**config.mk**
```make
export PLATFORM = sky130hd
export DESIGN_NAME = fifo_uart_tx
export DESIGN_NICKNAME = d
export VERILOG_FILES = /design/src/rtl/fifo_uart_tx.sv
export SDC_FILE = /design/constraint.sdc
export NUM_CORES = 1
export LEC_CHECK = 0
export CAP_MARGIN = 25
export CELL_PAD_IN_SITES_DETAIL_PLACEMENT = 1
export CELL_PAD_IN_SITES_GLOBAL_PLACEMENT = 2
export CORE_MARGIN = 2
export CORE_UTILIZATION = 33
export CTS_BUF_LIST = sky130_fd_sc_hd__clkbuf_4
export DETAILED_ROUTE_END_ITERATION = 16
export GPL_ROUTABILITY_DRIVEN = 0
export PLACE_DENSITY_LB_ADDON = 0.1
export SLEW_MARGIN = 20
export SYNTH_ARGS = -nofsm -noshare
export SYNTH_HDL_FRONTEND = slang
export SYNTH_SLANG_ARGS = --single-unit
```
**constraint.sdc**
```tcl
create_clock -name clk -period 2 [get_ports clk]
set_clock_uncertainty 0.1 [all_clocks]
set_input_delay 0.6 -clock clk [delete_from_list [all_inputs] [get_ports clk]]
set_output_delay 0.6 -clock clk [all_outputs]
set_load 0.01 [all_outputs]
```
**src/rtl/fifo_uart_tx.sv**
```systemverilog
// -----------------------------------------------------------------------------
// fifo_uart_tx
//
// Drain end of an 8-bit synchronous FIFO. Pops one byte at a time through the
// FIFO read handshake and serialises it on a UART line as 8N1, LSB first.
//
// Frame timing, with C = CLKS_PER_BIT:
//   IDLE -> REQ -> WAIT    fetch: three cycles of idle-high line
//   START                  C cycles of tx=0
//   DATA                   8 bits, C cycles each, LSB first
//   STOP                   C cycles of tx=1; tx_done pulses on the last one
// Back-to-back frames therefore have 3 idle-high cycles between the end of one
// stop bit and the start bit of the next frame.
//
// Parameters:
//   CLKS_PER_BIT  clk cycles per UART bit (>= 2)
//   DATA_W        bits per frame; must match the FIFO width (only 8 supported)
//
// Ports:
//   clk         single clock, rising edge
//   rst         asynchronous, active-high reset
//   enable      permits fetching a new byte; only looked at in IDLE
//   fifo_empty  FIFO empty flag; only looked at in IDLE
//   fifo_data   FIFO data_out; valid the cycle after an accepted fifo_rd_en
//   fifo_rd_en  one-cycle pop request to the FIFO (registered, high in REQ)
//   tx          serial line, idle high (registered)
//   busy        high from REQ through the end of STOP
//   tx_done     one-cycle pulse on the last cycle of the stop bit
// -----------------------------------------------------------------------------
module fifo_uart_tx #(
  parameter int CLKS_PER_BIT = 16,
  parameter int DATA_W       = 8
) (
  input  logic              clk,
  input  logic              rst,
  input  logic              enable,
  input  logic              fifo_empty,
  input  logic [DATA_W-1:0] fifo_data,
  output logic              fifo_rd_en,
  output logic              tx,
  output logic              busy,
  output logic              tx_done
);

  localparam int CNT_W = (CLKS_PER_BIT > 1) ? $clog2(CLKS_PER_BIT) : 1;
  localparam int BIT_W = (DATA_W > 1) ? $clog2(DATA_W) : 1;

  localparam logic [CNT_W-1:0] CNT_LAST = CNT_W'(CLKS_PER_BIT - 1);
  localparam logic [BIT_W-1:0] BIT_LAST = BIT_W'(DATA_W - 1);

  typedef enum logic [2:0] {
    S_IDLE,
    S_REQ,
    S_WAIT,
    S_START,
    S_DATA,
    S_STOP
  } state_t;

  state_t            state;
  state_t            state_nxt;

  logic [CNT_W-1:0]  clk_cnt;   // cycle within the current bit period
  logic [BIT_W-1:0]  bit_cnt;   // data bit currently on the line
  logic [DATA_W-1:0] shift;     // byte in flight; bit 0 is on the line in DATA

  logic              bit_end;   // last cycle of the current bit period
  logic              fetch;     // a byte may be popped this cycle

  assign bit_end = (clk_cnt == CNT_LAST);
  assign fetch   = enable && !fifo_empty;

  // ---------------------------------------------------------------------------
  // State register
  // ---------------------------------------------------------------------------
  // NOTE: clocked state uses non-blocking assignments so every register
  // samples the pre-edge values, independent of process evaluation order.
  always_ff @(posedge clk or posedge rst) begin
    if (rst) begin
      state <= S_IDLE;
    end else begin
      state <= state_nxt;
    end
  end

  // ---------------------------------------------------------------------------
  // Next-state logic
  // ---------------------------------------------------------------------------
  // NOTE: state_nxt gets a default before the case so that no path leaves it
  // unassigned; an unassigned path in a combinational block infers a latch.
  always_comb begin
    state_nxt = state;
    unique case (state)
      S_IDLE:  if (fetch) state_nxt = S_REQ;
      S_REQ:   state_nxt = S_WAIT;
      S_WAIT:  state_nxt = S_START;
      S_START: if (bit_end) state_nxt = S_DATA;
      S_DATA:  if (bit_end && (bit_cnt == BIT_LAST)) state_nxt = S_STOP;
      S_STOP:  if (bit_end) state_nxt = S_IDLE;
      default: state_nxt = S_IDLE;
    endcase
  end

  // ---------------------------------------------------------------------------
  // Output logic (state-decoded flags)
  // ---------------------------------------------------------------------------
  always_comb begin
    busy    = 1'b0;
    tx_done = 1'b0;
    unique case (state)
      S_IDLE:  busy = 1'b0;
      S_REQ,
      S_WAIT,
      S_START,
      S_DATA:  busy = 1'b1;
      S_STOP: begin
        busy    = 1'b1;
        tx_done = bit_end;
      end
      default: busy = 1'b0;
    endcase
  end

  // ---------------------------------------------------------------------------
  // Datapath: line driver, pop request, shift register and counters
  //
  // tx is registered, so each branch assigns the value the line takes in the
  // *next* state. That is why the start bit is launched in WAIT and the first
  // data bit is launched on the last cycle of START.
  // ---------------------------------------------------------------------------
  // NOTE: the shift register and counters are reset along with the control
  // state so a frame aborted by reset leaves no stale byte behind; they are a
  // handful of flops, not a memory array, so resetting them costs nothing.
  always_ff @(posedge clk or posedge rst) begin
    if (rst) begin
      tx         <= 1'b1;
      fifo_rd_en <= 1'b0;
      shift      <= '0;
      clk_cnt    <= '0;
      bit_cnt    <= '0;
    end else begin
      // The pop request lives for exactly the one cycle spent in REQ.
      fifo_rd_en <= 1'b0;

      unique case (state)
        S_IDLE: begin
          tx         <= 1'b1;
          clk_cnt    <= '0;
          fifo_rd_en <= fetch;
        end

        S_REQ: begin
          // FIFO pops at the end of this cycle; its data_out is valid in WAIT.
          tx <= 1'b1;
        end

        S_WAIT: begin
          shift   <= fifo_data;
          tx      <= 1'b0;
          bit_cnt <= '0;
          clk_cnt <= '0;
        end

        S_START: begin
          if (bit_end) begin
            clk_cnt <= '0;
            tx      <= shift[0];
          end else begin
            clk_cnt <= clk_cnt + CNT_W'(1);
          end
        end

        S_DATA: begin
          if (bit_end) begin
            clk_cnt <= '0;
            if (bit_cnt == BIT_LAST) begin
              tx <= 1'b1;
            end else begin
              // Bit 1 of the current shift value is the next bit on the line.
              shift   <= shift >> 1;
              bit_cnt <= bit_cnt + BIT_W'(1);
              tx      <= shift[1];
            end
          end else begin
            clk_cnt <= clk_cnt + CNT_W'(1);
          end
        end

        S_STOP: begin
          tx <= 1'b1;
          if (bit_end) begin
            clk_cnt <= '0;
          end else begin
            clk_cnt <= clk_cnt + CNT_W'(1);
          end
        end

        default: begin
          tx <= 1'b1;
        end
      endcase
    end
  end

endmodule

```
==> metrics.txt, run 1 <==
final hold violations=0; critical path type=register to register; met2 Track Usage GR=0.300; clock slew at reported path FFs=0.11 ns; status=finished clean; fmax=506 MHz; cell count after synthesis=around 120; die area=4290 µm²; grt met3 use=0.0291; main area contributors after synthesis=dfrtp_1 38%, mux2i_1 8.8%, o22ai_2 7.0%; overall power=0.000699 W; Die Width=65.5 µm; vias in the first global route=1180; Final Setup Violations=0; total track usage=0.174; unrepaired setup endpoints after global routing=yes; Core Area=3660 µm²; Mean Syn Cell Area=10.2 µm²; Tcrit/Tclk final=0.988; R2R Setup Slk=approximately 0.024 ns; first-pass GRT wire length=5610 µm; P&R area growth vs syn=34.6%; Initial Utilization=0.341; # fillers=437; DR pass1 iterations=2; H-tree depth=1; final WL=about 3300 µm; Synth Cell Area=between 1000 and 1500 µm²; Hold Crit Class=register to register; Main synth FF type=dfrtp_1; pin count of the biggest net entering global routing=21; initial antenna violation count=0; Clock Tree Buf Depth=2; CP required=2.14 ns; Leakage Power=0.781 nW; Commonest cells post-synth=19 x dfrtp_1, 13 x inv_1, 11 x mux2i_1; site row count=22; max cap viols=0; initial DRC count=48; post-route ant nets=0; # port buffers=15; Post-synth ARST share=1.00; Worst slew margin=0.810; area leader, netlist=dfrtp_1; count leader, synth=dfrtp_1; met1 usage=0.213; Post-layout nets=174; PwrDens=416 nW/µm²; Least-Margin Pin Slew=0.284 ns; Final Max Slew Viols=0; Worst Path Max Fanout=3; top cell type's share of synthesized area=0.381; CP endpoint kind=register; drt drc=0; die height=65.5 µm; peak supply drop=0.000154 V; IO Count=16; root buffer cell=clkbuf_4; DR vias=1057; Post-synth EDFFs=0; cts bufs inserted=3; Final HPWL DP=2300 µm; Yosys cell types=38; # clock sinks=20; layout cells sized above 1=0.329; fin crit period=1.98 ns; Synthesis Warnings=0; Avg WL per Cell=16.1 µm; number of diodes=0; Yosys reg bits=20; startpoint types=register; Hold WS=around 0.43 ns; global route overflow=0; post-synthesis sequential area ratio=0.402; CP arrival=about 2.1 ns; later-pin clock latency in the skew report=0.31 ns; vias per cell=5.13; CTS tree=done; gr busiest metal=met2; net count after synthesis=137
## what timing repair did
item                                   CTS  global route
pin swaps                                2             2
hold buffers                             0             0
setup buffers                            4             2
endpoints found under the hold margin    0             0
setup endpoints to repair                7             7
gates resized for setup                 10             6
## cell usage in the layout (no fill, tap or decap), drive strengths merged, types with 4 or more instances in the layout
| master | Yosys | final |
|---|---|---|
| buf | 4 | 28 |
| and4 | 7 | 7 |
| nor2 | 4 | 4 |
| dfrtp | 19 | 19 |
| clkbuf | 6 | 5 |
| mux2i | 11 | 11 |
| o22ai | 9 | 9 |
| clkdlybuf4s50 | 0 | 12 |
| inv | 13 | 13 |
| a21oi | 5 | 5 |
| nand3 | 4 | 4 |
## cell type report
type,instances,area [µm²],area share
clock buffers,4,30.0,0.0179
inverters,13,48.8,0.0291
repair buffers,42,370,0.221
multi-input cells,79,667,0.397
well taps,48,60.1,0.0358
flip-flops and latches,20,503,0.300
## final timing paths
check                             end        from  depth (start not counted)
max in group asynchronous          tx         rst                          3
setup / recovery           bit_cnt[0]  bit_cnt[1]                          6
min in group asynchronous    state[2]         rst                          3
hold reg to reg                    tx          tx                          2
hold / removal                     tx          tx                          2
setup reg to reg           bit_cnt[0]  bit_cnt[1]                          6
## per-layer routing
layer  share of wire  wire (µm)
met3           0.036        118
met4           0.023         75
met1            0.43       1430
met2            0.51       1690
met5               0          0
## through the flow
stage / std cells / area [µm²] / TNS, ns / setup slack, ns / util
2_1_floorplan: 122 / 1250 / 0 / 0.0511 / -
3_3_place_gp: 196 / 1590 / 0 / 0.0251 / 0.434
3_5_place_dp: 196 / 1590 / -0.0251 / -0.0251 / 0.434
4_1_cts: 204 / 1660 / -0.0208 / -0.0208 / 0.452
5_1_grt: 206 / 1680 / -0.0673 / -0.0347 / 0.459
6_report: 206 / 1680 / 0 / 0.0243 / 0.459
## sequential cells by signal, summed over array words and instances (netlist names)
register	flops
shift	8
clk_cnt	4
tx	1
fifo_rd_en	1
bit_cnt	3
state	3
## power breakdown
group | switching, W | internal (W) | leakage [nW]
clock | 0.000131 | 0.0000915 | 0.0184
sequential | 0.00000480 | 0.000413 | 0.231
combinational | 0.0000238 | 0.0000346 | 0.531
total | 0.000159 | 0.000539 | 0.781
## cells by family after synthesis
logic type,count (synthesis),synth area share
simple gates,37,0.191
compound gates,27,0.197
mux,11,0.0883
flops,20,0.402
xor+xnor,1,0.00702
fa+ha+maj,3,0.0301
buf+inv,23,0.0853
## worst max-delay path, stage by stage (launching register included)
cell     delay [ns]
dfrtp_1        0.41
ha_2           0.20
ha_4           0.16
or4b_4         0.51
buf_6          0.14
or3_1          0.30
o21ai_1        0.08
(Power assumes the default switching activity.)
==> inputs of run 2 (changes only) <==
CORE_UTILIZATION = 35   (was 33)
clock period = 2.45 ns   (was 2 ns; I/O delays follow)
==> run 2 against run 1 <==
Clock-buffer cell count unchanged; first-iteration DRC count down 56%; critical endpoint is now tx; highest routed layer unchanged; largest cell class unchanged; wire length down 10%; critical path type is now register to output pin.
==> metrics.txt, run 2 (same netlist as run 1, synthesis figures left out) <==
Psw=0.000132 W (-17%); pin count of the biggest net entering global routing=21 (unchanged); Clock Power Share=0.320 (+0.002); worst r2r src=bit_cnt[0]; logic gate share of total power=0.084 (about the same); startpoint types=register; commonest non-fill, non-tap cells in the layout=18 x dfrtp_1, 13 x inv_1, 13 x clkdlybuf4s50_1; Die Width=63.7 µm (-2.7%); register with the most flip-flops=shift; slowest CP cell=dfstp_2; max cap viols=0 (unchanged); Final Setup Violations=0 (unchanged); # port buffers=15 (unchanged); R2R Setup Slk=0.29 ns (+0.27 ns); Core Area=3390 µm² (-7.4%); critical-path cell list=clkdlybuf4s50_1; Hold Crit Class=register to register; die height=63.7 µm (-2.7%); initial DRC count=21 (-56%); number of diodes=0 (unchanged); Clock Tree Buf Depth=2 (unchanged); final hold violations=0 (unchanged); Largest regs=shift: 8 flops, clk_cnt: 4 flops; max reg flops=8 (unchanged); Worst Path Max Fanout=3 (unchanged); critical path type=register to output pin; final WL=2970 µm (-10%); FF-to-FF End=bit_cnt[1]; Buf/Inv on CP=1 (unchanged); layout cells sized above 1=0.217 (-0.112); Tcrit/Tclk final=0.914; Worst slew margin=0.580 (-0.230); Post-layout nets=159 (-8.6%); switching share of power=0.230 (+0.00184); drt drc=0 (unchanged); Worst path depth=1 (-5); CP endpoint kind=output pin; DR vias=993 (-6.1%); CP required=1.62 ns (-0.52 ns); CP arrival=1.40 ns (-0.72 ns); Initial Utilization=0.368 (+0.0273); CP endpoint=tx; # clock sinks=20 (unchanged); DR pass1 iterations=4 (+2); Pint=0.000441 W (-18%); CP Launch Point=tx; status=finished clean; Final Max Slew Viols=0 (unchanged); vias per cell=5.25 (+2.4%); Final HPWL DP=2090 µm (-9.0%); die area=4060 µm² (-5.4%); post-layout util=0.450 (-0.00867); first-pass GRT wire length=5220 µm (-6.9%); site row count=21 (-4.5%); clock slew at reported path FFs=0.12 ns (about the same); PwrDens=375 nW/µm² (-9.8%); peak supply drop=0.000205 V (+33%); Crit path largest cell delay=0.56 ns (+0.05 ns); Least-Margin Pin Slew=0.630 ns (+0.345 ns); Avg WL per Cell=15.7 µm (-2.2%); initial antenna violation count=0 (unchanged); vias in the first global route=1085 (-8.1%); CTS tree=done; Leakage Power=0.702 nW (-10%); global route overflow=0 (unchanged); unrepaired setup endpoints after global routing=no; reg2reg path depth=5 (-1); root buffer cell=clkbuf_4; post-route ant nets=0 (unchanged); Sequential Power Share=0.596 (-0.002); fin crit period=2.24 ns; setup TNS=0 ns (unchanged); total track usage=0.165 (-0.00884); P&R area growth vs syn=22.3%; IO Count=16 (unchanged); delay-heaviest family, CP=flip-flops; fmax=~450 MHz; cts bufs inserted=3 (unchanged); H-tree depth=1 (unchanged); commonest non-fill, non-tap cell in the layout=dfrtp_1; later-pin clock latency in the skew report=0.30 ns (about the same)
## run 2: worst min-delay path by stage
stage / from / endpoint / slack, ns / cells past startpoint
final: shift[7] / shift[7] / 0.43 / 2
after global routing: shift[7] / shift[7] / 0.47 / 2
after CTS: shift[7] / shift[7] / 0.43 / 2
after detailed placement: shift[7] / shift[7] / 0.40 / 2
after global placement: shift[7] / shift[7] / 0.39 / 2
after floorplan: shift[7] / shift[7] / 0.37 / 2
## run 2: layer usage
| metal | part of all wire | global-route usage | wire (µm) | up-vias |
|---|---|---|---|---|
| met5 | 0 | 0 | 0 | - |
| met3 | 0.028 | 0.0214 | 82 | 5 |
| li1 | - | - | - | 488 |
| met4 | 0.017 | 0.0652 | 50 | 0 |
| met1 | 0.48 | 0.217 | 1430 | 486 |
| met2 | 0.48 | 0.272 | 1420 | 14 |
## run 2: what timing repair did
item | in CTS | in global routing
buffers inserted | 2 | 0
resized for setup | 2 | 1
setup endpoints to repair | 2 | 1
hold buffers | 0 | 0
## run 2: per-stage QoR
stage          worst slack [ns]  cell area (µm²)  cells  total power [W]  hold slack [ns]
2_1_floorplan             0.366             1250    122         0.000369            0.374
3_3_place_gp              0.249             1480    183         0.000395            0.389
6_report                  0.210             1530    189         0.000572            0.432
3_5_place_dp              0.228             1480    183         0.000396            0.403
5_1_grt                   0.111             1530    189         0.000603            0.470
4_1_cts                  0.0346             1520    189         0.000583            0.432
## run 2: power by group through the flow
stage | sequential, W | combinational (W) | clock (W)
5_1_grt | 0.000342 | 0.0000539 | 0.000207
6_report | 0.000341 | 0.0000482 | 0.000183
4_1_cts | 0.000341 | 0.0000493 | 0.000192
3_5_place_dp | 0.000347 | 0.0000490 | 0
3_3_place_gp | 0.000347 | 0.0000473 | 0
2_1_floorplan | 0.000347 | 0.0000227 | 0
## run 2: final cells by class
cell class	count	area, µm²
multi-input cells	79	644
fillers	388	1860
inverters	13	48.8
well taps	46	57.6
repair buffers	27	241
clock buffers	4	30.0
flip-flops and latches	20	503
==> inputs of run 3 (changes only) <==
PLACE_DENSITY = 0.8   (was default)
PLACE_DENSITY_LB_ADDON = default   (was 0.1)
SKIP_CTS_REPAIR_TIMING = 1   (was default)
==> run 3 against run 2 <==
Clock-buffer cell count did not move; sequential cell count unchanged; register-to-register slack barely moved; fmax down 4.1%; power up 0.23%; critical endpoint is now busy; clock power about the same; combinational power hardly changed; non-clock buffer count unchanged; highest routed layer unchanged; global-route usage grew 0.63 points; design area did not move; sequential share of layout area fell by 0.082 points; worst setup slack lost 0.096 ns.
==> metrics.txt, run 3 (same netlist as run 1, synthesis figures left out) <==
initial DRC count=28 (+33%); H-tree depth=1 (unchanged); Final Cell Area=1530 µm² (unchanged); CTS tree=done; overall power=0.000574 W (+0.23%); Hold Crit Class=register to register; die height=63.7 µm (unchanged); Tcrit/Tclk final=0.953 (+0.0393); # clock sinks=20 (unchanged); Core Area=3390 µm² (unchanged); status=finished clean; P&R area growth vs syn=22.3% (unchanged); global route overflow=0 (unchanged); PwrDens=376 nW/µm² (+0.23%); # port buffers=15 (unchanged); layout cells sized above 1=0.210 (-0.00699); Least-Margin Pin Slew=0.597 ns (-0.0327 ns); min setup slack post-route=0.114 ns (-0.0962 ns); final WL=2990 µm (+0.47%); final hold violations=0 (unchanged); Post-Place Cell Area=1480 µm² (unchanged); die area=4060 µm² (unchanged); Worst Path Max Fanout=6 (+3); fin crit period=2.34 ns (+0.0962 ns); drt drc=0 (unchanged); fmax=428 MHz (-4.1%); total track usage=0.171 (+0.00634); Clock Tree Buf Depth=2 (unchanged); Final Max Slew Viols=0 (unchanged); Placement Setup Slack=0.216 ns (-0.0116 ns); multi-input logic area=644 µm² (unchanged); # fillers=390 (+0.52%); Die Width=63.7 µm (unchanged); CP arrival=1.50 ns (+0.10 ns); Leakage Power=0.717 nW (+2.1%); Worst slew margin=0.602 (+0.0218); site row count=21 (unchanged); register with the most flip-flops=shift; max cap viols=0 (unchanged); commonest non-fill, non-tap cell in the layout=dfrtp_1; Final Setup Violations=0 (unchanged); vias in the first global route=1133 (+4.4%); Initial Utilization=0.368 (unchanged); max reg flops=8 (unchanged); DR pass1 iterations=3 (-1); CP endpoint kind=output pin; DR vias=1000 (+0.70%); IO Count=16 (unchanged); Largest regs=shift: 8 flops, clk_cnt: 4 flops; number of diodes=0 (unchanged); Final HPWL DP=2190 µm (+4.6%); critical path type=register to output pin; Post-layout nets=159 (unchanged); unrepaired setup endpoints after global routing=no; clock slew at reported path FFs=0.12 ns (about the same); cts bufs inserted=3 (unchanged); initial antenna violation count=0 (unchanged); pin count of the biggest net entering global routing=21 (unchanged); root buffer cell=clkbuf_4; vias per cell=5.29 (+0.70%); first-pass GRT wire length=5350 µm (+2.5%); Hold WS=0.429 ns (-0.00306 ns); sequential cell area=502 µm² (-0.25%); startpoint types=register; post-route ant nets=0 (unchanged); commonest non-fill, non-tap cells in the layout=19 x dfrtp_1, 14 x clkdlybuf4s50_1, 13 x inv_1; Avg WL per Cell=15.8 µm (+0.47%); CP required=1.62 ns (about the same); peak supply drop=0.000151 V (-26%); later-pin clock latency in the skew report=0.31 ns (about the same)
==> run 3: cell types whose count changed in the layout (fill, tap and decap cells not counted) <==
cell	before	now
clkdlybuf4s50_1	13	14
dfrtp_1	18	19
dfrtp_2	1	0
dlygate4sd2_1	1	0
==> run 3: layer usage <==
metal	part of all wire	GRT usage	up-vias
met4	0.018	0.0734	0
li1	-	-	488
met3	0.022	0.0250	5
met2	0.48	0.300	16
met5	0	0	-
met1	0.48	0.207	491
==> run 3: cell type report <==
| cell class | count | share of cell area |
|---|---|---|
| sequential | 20 | 0.329 |
| tap | 46 | 0.0377 |
| inverter | 13 | 0.0320 |
| clock buffer | 4 | 0.0197 |
| timing repair buffer | 27 | 0.159 |
| multi-input combinational | 79 | 0.422 |
==> run 3: path summary, 6_finish.rpt <==
kind | to | slack, ns | cells past startpoint | start
max | busy | 0.11 | 3 | state[2]
min | bit_cnt[2] | 0.43 | 2 | bit_cnt[2]
max reg2reg | bit_cnt[0] | 0.29 | 5 | bit_cnt[0]
min reg2reg | bit_cnt[2] | 0.43 | 2 | bit_cnt[2]
max in group asynchronous | tx | 1.33 | 3 | rst
min in group asynchronous | shift[7] | 0.64 | 3 | rst
==> run 3: stage by stage <==
stage          utilization  TNS, ns  cells
3_5_place_dp         0.436        0    183
3_3_place_gp         0.436        0    183
2_1_floorplan            -        0    122
5_1_grt              0.450        0    189
4_1_cts              0.445   -0.176    187
6_report             0.450        0    189
==> run 3: report_power, final <==
part	total (W)	internal [W]	switching (W)
registers	0.000341	0.000337	0.00000396
logic	0.0000479	0.0000289	0.0000191
clock network	0.000184	0.0000748	0.000110
total	0.000574	0.000441	0.000133
==> run 3: critical path, cell delays in order, from the launching register on <==
cell and delay, ns:
dfrtp_1 0.45, nor3_1 0.07, a21oi_1 0.11, clkdlybuf4s50_1 0.55
